**config.mk**
```make
export PLATFORM = sky130hd
export DESIGN_NAME = mult_adder_ctrl
export DESIGN_NICKNAME = d
export VERILOG_FILES = /design/src/rtl/mult_adder_ctrl_pkg.sv /design/src/rtl/mult_adder_ctrl_fifo.sv /design/src/rtl/mult_adder_ctrl.sv
export SDC_FILE = /design/constraint.sdc
export NUM_CORES = 1
export LEC_CHECK = 0
export CELL_PAD_IN_SITES_DETAIL_PLACEMENT = 1
export CELL_PAD_IN_SITES_GLOBAL_PLACEMENT = 1
export CORE_AREA = 2 2 228 230
export DETAILED_ROUTE_END_ITERATION = 12
export DIE_AREA = 0 0 230 232
export PLACE_DENSITY_LB_ADDON = 0.1
export SLEW_MARGIN = 20
export SYNTH_ARGS = -nofsm -noshare
export SYNTH_HDL_FRONTEND = slang
export SYNTH_SLANG_ARGS = --single-unit
```
**constraint.sdc**
```tcl
create_clock -name clock -period 4.3 [get_ports clock]
set_input_delay 0.43 -clock clock [delete_from_list [all_inputs] [get_ports clock]]
set_output_delay 0.43 -clock clock [all_outputs]
set_load 0.01 [all_outputs]
```
**src/rtl/mult_adder_ctrl_pkg.sv**
```systemverilog
// Shared network parameters and controller state encoding for the
// multiply-adder tree controller.
package mult_adder_ctrl_pkg;

  localparam int MA_TREE_SIZE = 16;
  localparam int MA_MULT_W    = 8;
  localparam int MA_ADD_W     = 20;
  localparam int MA_LATENCY   = 1 + $clog2(MA_TREE_SIZE);

  // One multiplier stage followed by a log2-deep adder tree.
  function automatic int ma_latency(input int tree_size);
    return 1 + $clog2(tree_size);
  endfunction

  typedef enum logic [1:0] {
    ST_IDLE,
    ST_RUN,
    ST_DRAIN,
    ST_DONE
  } ma_state_t;

endpackage

```
**src/rtl/mult_adder_ctrl_fifo.sv**
```systemverilog
// Synchronous result FIFO with occupancy count; pointers wrap modulo DEPTH
// so non-power-of-two depths are supported.
module mult_adder_ctrl_fifo #(
  parameter int DEPTH = 8,
  parameter int WIDTH = 21,
  parameter int CNT_W = $clog2(DEPTH + 1)
) (
  input  logic             clock,
  input  logic             reset,
  input  logic             push,
  input  logic [WIDTH-1:0] push_data,
  input  logic             pop,
  output logic [WIDTH-1:0] head,
  output logic             empty,
  output logic [CNT_W-1:0] count
);

  localparam int PTR_W = (DEPTH > 1) ? $clog2(DEPTH) : 1;

  logic [WIDTH-1:0] mem [DEPTH];
  logic [PTR_W-1:0] wr_ptr;
  logic [PTR_W-1:0] rd_ptr;
  logic             full;
  logic             do_push;
  logic             do_pop;

  function automatic logic [PTR_W-1:0] ptr_inc(input logic [PTR_W-1:0] p);
    return (p == PTR_W'(DEPTH - 1)) ? '0 : p + 1'b1;
  endfunction

  assign empty   = (count == '0);
  assign full    = (count == CNT_W'(DEPTH));
  // A pop frees the head slot in the same cycle, so push is legal when full.
  assign do_pop  = pop & ~empty;
  assign do_push = push & (~full | do_pop);
  assign head    = mem[rd_ptr];

  always_ff @(posedge clock) begin
    if (reset) begin
      wr_ptr <= '0;
      rd_ptr <= '0;
      count  <= '0;
    end else begin
      if (do_push) wr_ptr <= ptr_inc(wr_ptr);
      if (do_pop)  rd_ptr <= ptr_inc(rd_ptr);
      case ({do_push, do_pop})
        2'b10:   count <= count + 1'b1;
        2'b01:   count <= count - 1'b1;
        default: count <= count;
      endcase
    end
  end

  always_ff @(posedge clock) begin
    if (do_push) mem[wr_ptr] <= push_data;
  end

endmodule

```
**src/rtl/mult_adder_ctrl.sv**
```systemverilog
// Job controller for the multiply-adder tree: issues windows under a credit
// scheme, tracks in-flight results and buffers them for the consumer.
module mult_adder_ctrl
  import mult_adder_ctrl_pkg::*;
#(
  parameter int TREE_SIZE  = MA_TREE_SIZE,
  parameter int MULT_W     = MA_MULT_W,
  parameter int ADD_W      = MA_ADD_W,
  parameter int FIFO_DEPTH = 8
) (
  input  logic                        clock,
  input  logic                        reset,
  input  logic                        start,
  input  logic [15:0]                 num_windows,
  output logic                        busy,
  output logic                        done,
  input  logic                        in_valid,
  output logic                        in_ready,
  input  logic [TREE_SIZE*MULT_W-1:0] in_data,
  input  logic [TREE_SIZE*MULT_W-1:0] in_kernel,
  output logic [TREE_SIZE*MULT_W-1:0] ma_in,
  output logic [TREE_SIZE*MULT_W-1:0] ma_kernel,
  input  logic [ADD_W-1:0]            ma_out,
  output logic                        out_valid,
  input  logic                        out_ready,
  output logic [ADD_W-1:0]            out_data,
  output logic                        out_last
);

  localparam int LATENCY = ma_latency(TREE_SIZE);
  localparam int FC_W    = $clog2(FIFO_DEPTH + 1);
  localparam int CR_W    = FC_W + 1;

  ma_state_t         state;
  ma_state_t         state_next;
  logic [15:0]       num_windows_q;
  logic [15:0]       issued;
  logic [LATENCY-1:0] tag_valid;
  logic [LATENCY-1:0] tag_last;
  logic [CR_W-1:0]   inflight;
  logic [CR_W-1:0]   credits;
  logic              issue;
  logic              issue_last;
  logic              pop;
  logic              push;
  logic [ADD_W:0]    fifo_head;
  logic              fifo_empty;
  logic [FC_W-1:0]   fifo_count;

  always_comb begin
    inflight = '0;
    for (int unsigned i = 0; i < LATENCY; i++) begin
      inflight = inflight + {{(CR_W-1){1'b0}}, tag_valid[i]};
    end
  end

  // Slots already promised to in-flight windows are not available.
  assign credits = CR_W'(FIFO_DEPTH) - CR_W'(fifo_count) - inflight;

  assign pop        = out_valid & out_ready;
  // A same-cycle pop releases a slot, so an issue may take it without a bubble.
  assign in_ready   = (state == ST_RUN) && (issued < num_windows_q) &&
                      ((credits != '0) || pop);
  assign issue      = in_valid & in_ready;
  assign issue_last = issue && (issued == num_windows_q - 16'd1);

  assign ma_in      = issue ? in_data   : '0;
  assign ma_kernel  = issue ? in_kernel : '0;

  assign push       = tag_valid[LATENCY-1];

  assign busy       = (state != ST_IDLE);
  assign done       = (state == ST_DONE);
  assign out_valid  = ~fifo_empty;
  assign out_data   = out_valid ? fifo_head[ADD_W-1:0] : '0;
  assign out_last   = out_valid & fifo_head[ADD_W];

  always_ff @(posedge clock) begin
    if (reset) state <= ST_IDLE;
    else       state <= state_next;
  end

  always_comb begin
    state_next = state;
    case (state)
      ST_IDLE:  if (start) state_next = (num_windows != 16'd0) ? ST_RUN : ST_DONE;
      ST_RUN:   if (issue_last) state_next = ST_DRAIN;
      ST_DRAIN: if (pop && fifo_head[ADD_W]) state_next = ST_DONE;
      ST_DONE:  state_next = ST_IDLE;
      default:  state_next = ST_IDLE;
    endcase
  end

  // Clearing the tags on reset is what keeps stale ma_out values out of the FIFO.
  always_ff @(posedge clock) begin
    if (reset) begin
      num_windows_q <= '0;
      issued        <= '0;
      tag_valid     <= '0;
      tag_last      <= '0;
    end else begin
      tag_valid <= {tag_valid[LATENCY-2:0], issue};
      tag_last  <= {tag_last[LATENCY-2:0], issue_last};
      if (state == ST_IDLE && start) begin
        num_windows_q <= num_windows;
        issued        <= '0;
      end else if (issue) begin
        issued <= issued + 16'd1;
      end
    end
  end

  mult_adder_ctrl_fifo #(
    .DEPTH (FIFO_DEPTH),
    .WIDTH (ADD_W + 1),
    .CNT_W (FC_W)
  ) u_fifo (
    .clock     (clock),
    .reset     (reset),
    .push      (push),
    .push_data ({tag_last[LATENCY-1], ma_out}),
    .pop       (pop),
    .head      (fifo_head),
    .empty     (fifo_empty),
    .count     (fifo_count)
  );

endmodule

```
# == Word level (Yosys, flattened, before mapping) ==
# Memories as Yosys holds them, arrays and structs flattened. A register that Yosys moved wholly into a read port is not among the register bits.
# Cells that the tools add are included.
# op_classes
n_addsub,12
n_mul,0
div,0
magnitude_cmp,1
eq_ne,12
shift,0
n_mux,15
n_bitwise,8
n_reduce_logical,14
# ops
op,n
two-way mux 128 bit,2
two-way mux 20 bit,1
adder 16 x 1 -> 16 bit (second input constant),1
equality test 16 bit,1
< comparator 16 bit,1
nonzero test 16 bit,1
subtractor 16 x 1 -> 16 bit (second input constant),1
two-way mux 3 bit,4
two-way mux 2 bit,4
one-hot mux 2 bit (4 select lines),1
one-hot mux 4 bit (2 select lines),1
adder 3 x 1 -> 3 bit (second input constant),2
equality test 2 bit (second input constant),3
equality test 3 bit (second input constant),2
inequality test 2 bit (second input constant),3
adder 4 x 1 -> 5 bit,1
AND 1 bit,5
logical AND 1 bit,5
nonzero test 5 bit,1
subtractor 4 x 4 -> 5 bit (first input constant),1
subtractor 5 bit,1
adder 3 x 1 -> 4 bit,1
adder 4 x 1 -> 4 bit (second input constant),1
equality test 2 x 1 -> 1 bit (second input constant),2
13 further kinds,16
# word_totals
ff_bits,54
latchBits,0
ram_bits,168
romBits,0
input_bits,297
word_cells,71
mem_count,1
# mem_list
memory,words,word_bits,read_ports,rd_clocked_by_memory_dff,write_ports,line,rtl
u_fifo.mem,8,21,1,1,1,mult_adder_ctrl_fifo.sv:20,logic [WIDTH-1:0] mem [DEPTH];

# == Logic depth before layout (Yosys ltp) ==
# depth
ltp_word,12
mapped_depth,18
mapped_depth_nobuf,16

# == Cells and area by module ==
# A second synthesis with hierarchy kept.
# hier_totals
cells_unflattened,1002
area_unflattened_um2,12024.0
# modules_own_cells
module,n_inst,cells_each,area_each_um2,seq_area_each_um2
mult_adder_ctrl_fifo,1,318,7144.4,5305.1
mult_adder_ctrl,1,684,4879.7,880.8

# == Least setup slack after synthesis ==
# Ideal clock, no wire load.
# synth_path
kind,flip-flop to output port
start,register tag_valid[4]
end,output ma_in[100]
arrival_time_ns,3.710
required_ns,3.870
path_slack_ns,0.160
path_stages_with_launch,17
n_path_buf,3
path_cell_list,dfxtp_1 -> inv_1 -> fa_1 -> ha_1 -> inv_1 -> fa_1 -> ha_1 -> inv_1 -> ha_1 -> fa_1 -> xor2_1 -> a31oi_1 -> and2_1 -> clkbuf_1 -> clkbuf_1 -> clkbuf_1 -> and3_1
# synth_via
elab_chain_len,7
# synth_lines
item,line,rtl
start: declaration,mult_adder_ctrl.sv:38,logic [LATENCY-1:0] tag_valid;
start signal: assignment,mult_adder_ctrl.sv:102,"tag_valid <= {tag_valid[LATENCY-2:0], issue};"
adder 4 x 1 -> 5 bit,mult_adder_ctrl.sv:53,"inflight = inflight + {{(CR_W-1){1'b0}}, tag_valid[i]};"
subtractor 5 bit,mult_adder_ctrl.sv:58,assign credits = CR_W'(FIFO_DEPTH) - CR_W'(fifo_count) - inflight;
nonzero test 5 bit,mult_adder_ctrl.sv:63,((credits != '0) || pop);
logical OR 1 bit,mult_adder_ctrl.sv:63,
logical AND 1 bit,mult_adder_ctrl.sv:62,assign in_ready = (state == ST_RUN) && (issued < num_windows_q) &&
AND 1 bit,mult_adder_ctrl.sv:64,assign issue = in_valid & in_ready;
two-way mux 128 bit,mult_adder_ctrl.sv:67,assign ma_in = issue ? in_data : '0;
end: declaration,mult_adder_ctrl.sv:21,"output logic [TREE_SIZE*MULT_W-1:0] ma_in,"
# No other way between the ends.

# == Final worst setup path ==
# layout_path
start,register tag_valid[0]
end,output ma_kernel[75]
# layout_via
elab_chain_len,10
# layout_lines
item,line,rtl
adder 1 x 1 -> 2 bit,mult_adder_ctrl.sv:53,
adder 2 x 1 -> 3 bit,mult_adder_ctrl.sv:53,
adder 3 x 1 -> 4 bit,mult_adder_ctrl.sv:53,
adder 4 x 1 -> 5 bit,mult_adder_ctrl.sv:53,
subtractor 5 bit,mult_adder_ctrl.sv:58,
nonzero test 5 bit,mult_adder_ctrl.sv:63,
logical OR 1 bit,mult_adder_ctrl.sv:63,
logical AND 1 bit,mult_adder_ctrl.sv:62,
AND 1 bit,mult_adder_ctrl.sv:64,
two-way mux 128 bit,mult_adder_ctrl.sv:68,assign ma_kernel = issue ? in_kernel : '0;
end: declaration,mult_adder_ctrl.sv:22,"output logic [TREE_SIZE*MULT_W-1:0] ma_kernel,"
# No other way between the ends.

==> impl_metrics.csv <==
group,metric,value,unit
hold_path,holdCritPathClass,"flip-flop to flip-flop",
die,core_area,0.0509,mm2
synthesis,ys.warnings.count,0,
cells_and_area,area_growth,90.6,%
die,design.portCount,578,
cells_and_area,layout.nets,2008,
synthesis,async_reset_ff_frac,0,
worst_setup_path,critPathRequiredTime,3870,ps
synthesis,ys_types,55,
clocking,root_buffer,"clkbuf_16",
routing,via_count,11137,
synthesis,syn-num-nets,1361,
worst_setup_path,crit_slowest_cell,"fa_1",
grt,gr-total-overflow,0,
worst_setup_path,r2r_start,"tag_valid[0]",
synthesis,ys_seq_elements,225,
synthesis,synth_fa_ha_area_frac,0.0457,
synthesis,synth_top_family_by_area,"simple AND/OR/NAND/NOR gates",
clocking,clockBufferDepth,3,
clocking,cts_hold_buf,0,
timing,setup_viol_count_final,257,
routing,routed_via_density,4.69,
outcome,violations,"negative setup slack",
power_and_ir_drop,peakVddDrop,0.000261,V
power_and_ir_drop,cellLeakagePower,0.00862,uW
placed_design,numPortBuffers,577,
cells_and_area,finalNonFillerCells,2377,
timing,tightest_slew,987,ps
placed_design,place_ws,-385,ps
clocking,clk_pin_slew,60,ps
die,die_w,230,um
worst_setup_path,worstPathCellList,"inv_2 -> fa_1 -> ha_2 -> inv_2 -> fa_2 -> ha_4 -> inv_2 -> ha_4 -> fa_1 -> nor4_2 -> a31oi_2 -> and2_4 -> buf_8 -> buf_12 -> buf_12 -> and3_4 -> clkdlybuf4s15_2",
placed_design,hpwl,50500,um
power_and_ir_drop,powerDensity,438,mW/mm2
clocking,clk_latency,540,ps
synthesis,synth_xor_area_frac,0.0245,
worst_setup_path,crit_family,"adder cells",
die,start_util,0.232,
timing,finalMaxSlewViolations,0,
timing,rsz0062_at_grt,"yes",
grt,grt_pass1_wl,90600,um
clocking,h-tree-depth,1,
worst_setup_path,cp_max_fo,7,
timing,fmax,209,MHz
worst_setup_path,crit_path_start_kind,"flip-flop",
clocking,tritoncts,"yes",
grt,met3_usage,0.0629,
grt,grt_pass1_vias,11927,
die,dieHeight,232,um
routing,drt-total-wl,66500,um
routing,drc_errors,0,
synthesis,ys_dominant_reg_cell,"edfxtp_1",
synthesis,syn_inst,1024,
timing,finalClockSkew,29.1,ps
die,num_rows,83,
synthesis,synth-simple-area-share,0.220,
grt,gr-usage-met1,0.259,
timing,whs,447,ps
worst_setup_path,crit_top_cell,"inv_2",
grt,antenna_found_initial,17,
timing,final_hold_viol_count,0,
grt,grt_util_met2,0.419,
synthesis,synth_edf_count,168,
clocking,clock_sinks,225,
cells_and_area,drive_gt1_frac,0.438,
synthesis,syn-cell-area,0.0118,mm2
grt,grt_max_degree,71,
worst_setup_path,crit_start,"tag_valid[0]",
cells_and_area,finish.utilization,0.441,
worst_setup_path,end_kind,"primary output",
worst_setup_path,crit_arrival,4360,ps
synthesis,yosysSeqAreaShare,0.525,
routing,firstDrtPassIters,4,
synthesis,synth-compound-area-share,0.0366,
timing,timing.final.crit_share,1.11,
grt,grt_usage,0.236,
worst_setup_path,path_buf_inv,7,
grt,grt.busiest_layer,"met2",
die,die_area,0.0534,mm2
timing,period_minus_slack,4790,ps
hold_path,worstHoldStart,"tag_last[1]",
routing,antenna_left,0,
placed_design,dp.cells,2244,
worst_setup_path,worstSetupPathType,"flip-flop to primary output",
timing,relSlewSlack,0.338,
synthesis,synthMuxAreaShare,0.105,
placed_design,gp_congestion,0.837,
synthesis,syn_avg_cell_area,11.5,um2
routing,avgRoutedWirePerCell,28.0,um
timing,setup_slack,-488,ps
worst_setup_path,slowest_delay,540,ps
flow_run,drv_cap,0,
routing,drt_iter0_markers,493,
clocking,numCtsBuffers,26,
outcome,status,"finished, violations left",
[power by group]
part	internal [uW]	switching, uW	leakage, uW	total, uW
Sequential	2380	70.7	0.00198	2450
Combinational	2840	2340	0.00621	5180
Clock	1330	880	0.000422	2210
[final cells by class]
| class | count | area, um2 |
|---|---|---|
| Fill cell | 5355 | 28400 |
| Timing Repair Buffer | 707 | 8020 |
| Multi-Input combinational cell | 668 | 6360 |
| Sequential cell | 225 | 6190 |
| Tap cell | 680 | 851 |
| Clock buffer | 34 | 701 |
| Inverter | 43 | 161 |
| Clock inverter | 14 | 156 |
| Antenna cell | 6 | 15.0 |
[Yosys cell counts, types with 3 or more instances]
cell      count  area share
nand2_1      46       0.015
clkbuf_1     74       0.024
o211ai_1      3      0.0019
a31oi_1       3      0.0016
xnor2_1      17       0.013
nand4_1      11      0.0058
nand3_1      14      0.0059
mux4_2       42       0.080
and3_1      260        0.14
buf_2         6      0.0025
or3_1         4      0.0021
xor2_1       16       0.012
nor2_1       71       0.023
and2_1        6      0.0032
nor3_1       10      0.0042
inv_1        43       0.014
a21oi_1      35       0.015
a211oi_1      3      0.0019
nor4_1       11      0.0058
nor2b_1       7      0.0037
buf_1         8      0.0025
nand2b_1      4      0.0021
dfxtp_1      57       0.097
mux2i_1      29       0.025
fa_1          5      0.0085
ha_1         35       0.037
edfxtp_1    168        0.43
o21ai_0       3      0.0013
[per-layer routing]
metal,part of all wire,up-vias
met3,0.064,130
met5,0.0020,-
met1,0.36,5529
met4,0.062,22
met2,0.51,348
li1,-,5108
[placed cells by master, fill, tap and decap left out, types with 11 or more instances in the layout]
cell type | synthesis | final
clkdlybuf4s50_1 | 0 | 320
and3_4 | 0 | 229
buf_6 | 1 | 227
edfxtp_1 | 168 | 168
nor2_1 | 71 | 69
dfxtp_1 | 57 | 51
buf_4 | 0 | 49
buf_12 | 0 | 47
nand2_1 | 46 | 45
mux4_2 | 42 | 42
inv_1 | 43 | 36
a21oi_1 | 35 | 35
clkbuf_16 | 0 | 34
and3_1 | 260 | 31
ha_1 | 35 | 31
mux2i_1 | 29 | 29
buf_2 | 6 | 29
xnor2_1 | 17 | 17
buf_16 | 0 | 17
xor2_1 | 16 | 16
nand3_1 | 14 | 13
nand4_1 | 11 | 11
[state kept, by name, indices dropped and copies added (netlist names), named ones only]
register,count
issued,16
tag_last,5
u_fifo.rd_ptr,3
tag_valid,5
u_fifo.count,4
num_windows_q,16
state,2
u_fifo.wr_ptr,3
u_fifo.mem,168
[logic make-up after synthesis]
| family | Yosys count |
|---|---|
| buf+inv | 132 |
| mux | 71 |
| xor+xnor | 33 |
| flops | 225 |
| simple gates | 458 |
| fa+ha+maj | 40 |
| compound gates | 65 |
[final timing paths]
check             endpoint  slack, ps  cells after the start
max          ma_kernel[75]       -490                     17
min            tag_last[2]        450                      1
max reg2reg    tag_last[0]        -30                     19
min reg2reg    tag_last[2]        450                      1
[repair_timing]
item / CTS / global route
pin swaps: 56 / 38
endpoints found under the setup margin: 266 / 271
cloned: 20 / 9
endpoints found under the hold margin: 0 / 0
resized for setup: 1276 / 174
buffers inserted: 50 / 10
[metrics by stage]
step	power, uW	instance area, um2	setup TNS (ps)
global placement	6190	18900	-51310
global route	10300	22500	-130640
floorplan	4110	11800	0
detailed placement	6220	18900	-58040
finish	9840	22500	-93320
CTS	9510	21400	-93000
Note: power is estimated with default switching activity, not from simulation.
==> variant 1 (config.mk and constraints unchanged) <==
`tag_last` no longer has a reset.
--- a/src/rtl/mult_adder_ctrl.sv
+++ b/src/rtl/mult_adder_ctrl.sv
@@ -99,6 +99,4 @@
       tag_valid     <= '0;
-      tag_last      <= '0;
     end else begin
       tag_valid <= {tag_valid[LATENCY-2:0], issue};
-      tag_last  <= {tag_last[LATENCY-2:0], issue_last};
       if (state == ST_IDLE && start) begin
@@ -110,2 +108,6 @@
     end
+  end
+
+  always_ff @(posedge clock) begin
+    tag_last <= {tag_last[LATENCY-2:0], issue_last};
   end
Formal check against the unedited RTL: no difference found for any inputs over 4 cycles, from zero or initial values and one cycle with reset high; that may be too few to reach the edited logic, so the function may still have changed.
==> variant 1 against the original RTL <==
The flow still finishes with violations (setup timing); cell area fell by 12%; total power fell by 12%; non-clock buffer count shrank 71; critical path depth grew 2; sequential cell count stayed put; routed wire length up 3.0%; cell count is 3.2% lower; synthesized area shrank 0.55%; global-route usage increased by 1.2 points; worst setup slack gained 0.030 ns; critical endpoint is now ma_kernel[3]; largest cell class unchanged; largest power group unchanged.
==> variant 1: results (changes against the original RTL) <==
- Dpl hpwl: 55,500 µm (+9.9%)
- Filler cells: 5,602 (+4.6%)
- Average wire per standard cell: 29.7 µm (+6.4%)
- Register area share after synthesis: 52.8% (+0.29 points)
- Final setup fails: 259 (+0.78%)
- Initial antenna violation count: 24 (+7)
- Top post-synthesis cells by area: edfxtp_1 (43%), and3_1 (14%), dfxtp_1 (9.7%)
- Setup Slack @ Placement: -0.417 ns (-0.0312 ns)
- Clock buffer count from CTS: 26 (unchanged)
- Mapped cell area: 11,700 µm² (-0.55%)
- Synth top cells by count: and3_1 (261), edfxtp_1 (168), clkbuf_1 (76)
- PnR worst setup slack: -0.458 ns (+0.0302 ns)
- CP arrival: 4.33 ns (-0.03 ns)
- Post-Syn Instances: 1,011 (-1.3%)
- CP Max Fanout: 9 (+2)
- Run status: finished with violations
- Worst setup path startpoint: u_fifo.count[0]$_SDFFE_PP0P_
- Starting DRC count in detailed routing: 518 (+5.1%)
- Share of cells above drive strength 1: 22.8% (-21 points)
- RD Place Congestion: 0.964 (+15%)
- # nets final: 1,926 (-4.1%)
- Post-synth net total: 1,348 (-0.96%)
- Placed insts: 2,224 (-0.89%)
- Failing checks: setup timing
- Total number of vias: 10.8k (-3.0%)
- Post-synth cell types: 51 (-7.3%)
- Total Routing Usage GR: 24.8% (+1.2 points)
- Clock insertion delay at the later pin of the skew report: 0.52 ns (-0.02 ns)
- Largest net degree at the start of global routing: 97 (+37%)
- Clock skew: 0.0177 ns (-0.0114 ns)
- Placed cell areas: 18,700 µm² (-0.82%)
- Max transition margin: 40.5% (+6.7 points)
- Pleak: 8.28 nW (-3.9%)
- Final instance area: 19,700 µm² (-12%)
-- variant 1: worst reg2reg max path, stage by stage (launching register included) --
cell,delay (ns)
dfxtp_2,0.33
inv_2,0.05
fa_1,0.54
ha_2,0.17
inv_2,0.04
fa_2,0.36
ha_4,0.28
inv_2,0.04
ha_4,0.14
fa_1,0.50
nor4_2,0.04
nand3_1,0.12
o2111ai_4,0.14
nor2_4,0.18
buf_12,0.19
buf_6,0.14
buf_4,0.10
nand2_1,0.07
o41ai_2,0.51
a21oi_1,0.12
a211oi_1,0.25
-- variant 1: layout make-up --
class	count	area share (%)
Timing Repair Buffer	636	32.1
Sequential cell	225	31.4
Multi-Input combinational cell	659	26.8
Tap cell	680	4.32
Clock buffer	31	3.51
Clock inverter	15	0.877
Inverter	41	0.782
Antenna cell	14	0.178
-- variant 1: logic make-up (layout without fill, tap and decap cells) --
logic type / after synthesis / in the layout / share of synthesized area [%]
other: 0 / 14 / 0
DFF: 225 / 225 / 52.8
adders and majority gates: 40 / 40 / 4.59
muxes: 71 / 71 / 10.5
and+or+nand+nor: 441 / 441 / 21.4
buffers and inverters: 127 / 723 / 4.21
xor gates and xnor gates: 33 / 33 / 2.47
AOI/OAI and AO/OA: 74 / 74 / 4.00
-- variant 1: power by group through the flow --
| stage | sequential (mW) | combinational, mW | clock [mW] |
|---|---|---|---|
| finish | 2.47 | 3.96 | 2.22 |
| global route | 2.49 | 4.22 | 2.37 |
| CTS | 2.48 | 3.88 | 2.29 |
| detailed placement | 2.52 | 3.81 | 0 |
| global placement | 2.52 | 3.82 | 0 |
| floorplan | 2.47 | 1.73 | 0 |
-- variant 1: final timing paths --
check / depth (start not counted) / end / slack, ns
worst max-delay path: 19 / ma_kernel[3] / -0.46
worst min-delay path: 0 / tag_last[2]$_DFF_P_ / 0.33
worst max register to register: 20 / state[1]$_SDFFE_PP0P_ / -0.09
worst min register to register: 0 / tag_last[2]$_DFF_P_ / 0.33
-- variant 1: timing repair --
item | in CTS | in global routing
gates cloned | 5 | 3
buffers inserted | 7 | 2
endpoints found under the setup margin | 260 | 261
resized for setup | 556 | 164
pin swaps | 3 | 4
hold buffers | 0 | 0
-- variant 1: stage by stage --
stage	TNS [ns]	total power, mW	hold WS, ns
3_3_place_gp	-79.24	6.34	0.311
4_1_cts	-103.75	8.65	0.330
3_5_place_dp	-83.45	6.33	0.315
2_1_floorplan	0	4.20	0.310
6_report	-90.25	8.65	0.327
5_1_grt	-141.33	9.07	0.335
-- variant 1: routing by layer --
layer | routed length, µm | up-vias | GRT usage [%]
met2 | 37600 | 374 | 46.9
met5 | 40 | - | 0
met1 | 21500 | 5353 | 22.9
met4 | 5910 | 6 | 20.3
met3 | 3320 | 133 | 4.92
li1 | - | 4935 | -
==> variant 2 (same settings) <==
Made on the original files. Set the parameter `FIFO_DEPTH` to 16 (it was 8).
--- a/src/rtl/mult_adder_ctrl.sv
+++ b/src/rtl/mult_adder_ctrl.sv
@@ -8,3 +8,3 @@
   parameter int ADD_W      = MA_ADD_W,
-  parameter int FIFO_DEPTH = 8
+  parameter int FIFO_DEPTH = 16
 ) (
Function: no difference found for any inputs over 4 cycles, from zero or initial values and one cycle with reset high; that may be too few to reach the edited logic, so the function may still have changed.
==> variant 2 against the original RTL <==
Critical path depth is 4 higher; critical endpoint is now ma_kernel[106]; first-iteration DRC count rose by 53%; sequential cell count increased by 172; die area unchanged; synthesized area is 55% higher; largest power group unchanged; worst setup slack got worse by 0.31 ns; fmax fell by 6.1%; the run still ends with setup timing left; clock skew is 0.017 ns lower; routed wire length increased by 2.6%; combinational power increased by 25%; total power grew 47%; cell area up 27%.
==> variant 2: results (changes against the original RTL) <==
- Run status: finished with violations
- Failing checks: setup timing
- CP arrival: 4.67 ns (+0.31 ns)
- Setup Slack @ Placement: -0.493 ns (-0.108 ns)
- Hold Slack: 0.449 ns (+0.00172 ns)
- Register area share after synthesis: 61.8% (+9.3 points)
- Top post-synthesis cells by area: edfxtp_1 (55%), mux4_2 (13%), and2_1 (8.8%)
- M2 GR Usage: 41.3% (-0.55 points)
- Hold EP: tag_last[4]$_SDFF_PP0_
- Total number of vias: 13.5k (+21%)
- Final setup fails: 263 (+2.3%)
- Max transition margin: 40.7% (+6.9 points)
- Comb pwr share: 45.0% (-7.7 points)
- Clock insertion delay at the later pin of the skew report: 0.57 ns (+0.03 ns)
- Met3 routed WL: 4820 µm (+12%)
- Grt met3 use: 5.92% (-0.37 points)
- Hold Path Origin: tag_last[3]$_SDFF_PP0_
- Initial antenna violation count: 6 (-11)
- Critical Path Slowest Stage Cell: fa_2
- Largest net degree at the start of global routing: 65 (-8.5%)
- R2R cell count: 20 (+1)
- Placed cell areas: 25,300 µm² (+34%)
- Reg-to-reg setup timing slack: -0.41 ns (-0.38 ns)
- Comb group: 6.50 mW (+25%)
- Met1 wire length: 27,700 µm (+15%)
- Pleak: 11.1 nW (+29%)
- First-pass GRT wire length: 95,300 µm (+5.2%)
- Routed wl met2: 34,000 µm (+0.79%)
- Final WL: 68,200 µm (+2.6%)
- Clock skew: 0.0117 ns (-0.0173 ns)
- Peak supply drop: 0.000445 V (+71%)
- # nets final: 2,290 (+14%)
- Clock buffer count from CTS: 44 (+69%)
- Regs by FF count: u_fifo.mem: 336 flops, issued: 16 flops, num_windows_q: 16 flops
- CTS HTree Levels: 2 (+1)
- Dpl hpwl: 45,300 µm (-10%)
- P_sw: 4.41 mW (+34%)
- PnR worst setup slack: -0.799 ns (-0.310 ns)
- Drt first pass iters: 5 (+1)
- Filler cells: 4,965 (-7.3%)
- Starting DRC count in detailed routing: 754 (+53%)
- Total Routing Usage GR: 24.2% (+0.58 points)
## variant 2: cell types whose count changed after synthesis, moves of 21 or more
cell | unedited run | this run
and2_1 | 6 | 258
and3_1 | 260 | 3
edfxtp_1 | 168 | 336
mux2i_1 | 29 | 3
mux4_2 | 42 | 104
nor2b_1 | 7 | 28
## variant 2: layout make-up
type,count,share of cell area (%)
clock inverter,14,0.672
sequential,397,39.8
tap,680,2.99
timing repair buffer,712,26.8
clock buffer,62,4.10
multi-input combinational,747,25.1
inverter,47,0.637
## variant 2: cells by family after synthesis
group                    synth area share (%)
AO/OA/AOI/OAI                            2.54
buffers and inverters                    2.45
multiplexers                             13.2
flip-flops                               61.8
AND/OR/NAND/NOR                          14.8
adder cells (fa/ha/maj)                  3.21
XOR/XNOR                                 1.96
## variant 2: worst max-delay path by stage
stage | slack (ns) | start | endpoint | cells after the start
after detailed placement | -0.49 | tag_valid[4]$_SDFF_PP0_ | ma_kernel[36] | 18
after global routing | -0.94 | tag_valid[1]$_SDFF_PP0_ | ma_in[127] | 21
final | -0.80 | tag_valid[1]$_SDFF_PP0_ | ma_kernel[106] | 21
after CTS | -0.96 | u_fifo.count[0]$_SDFFE_PP0P_ | ma_in[2] | 19
after global placement | -0.40 | tag_valid[1]$_SDFF_PP0_ | ma_kernel[6] | 18
after floorplan | 0.03 | tag_valid[4]$_SDFF_PP0_ | state[1]$_SDFFE_PP0P_ | 17
## variant 2: what timing repair did
item | CTS | global route
resized for setup | 860 | 518
setup endpoints to repair | 259 | 266
cloned | 15 | 8
setup buffers | 47 | 28
endpoints found under the hold margin | 0 | 0
pin swaps | 30 | 131
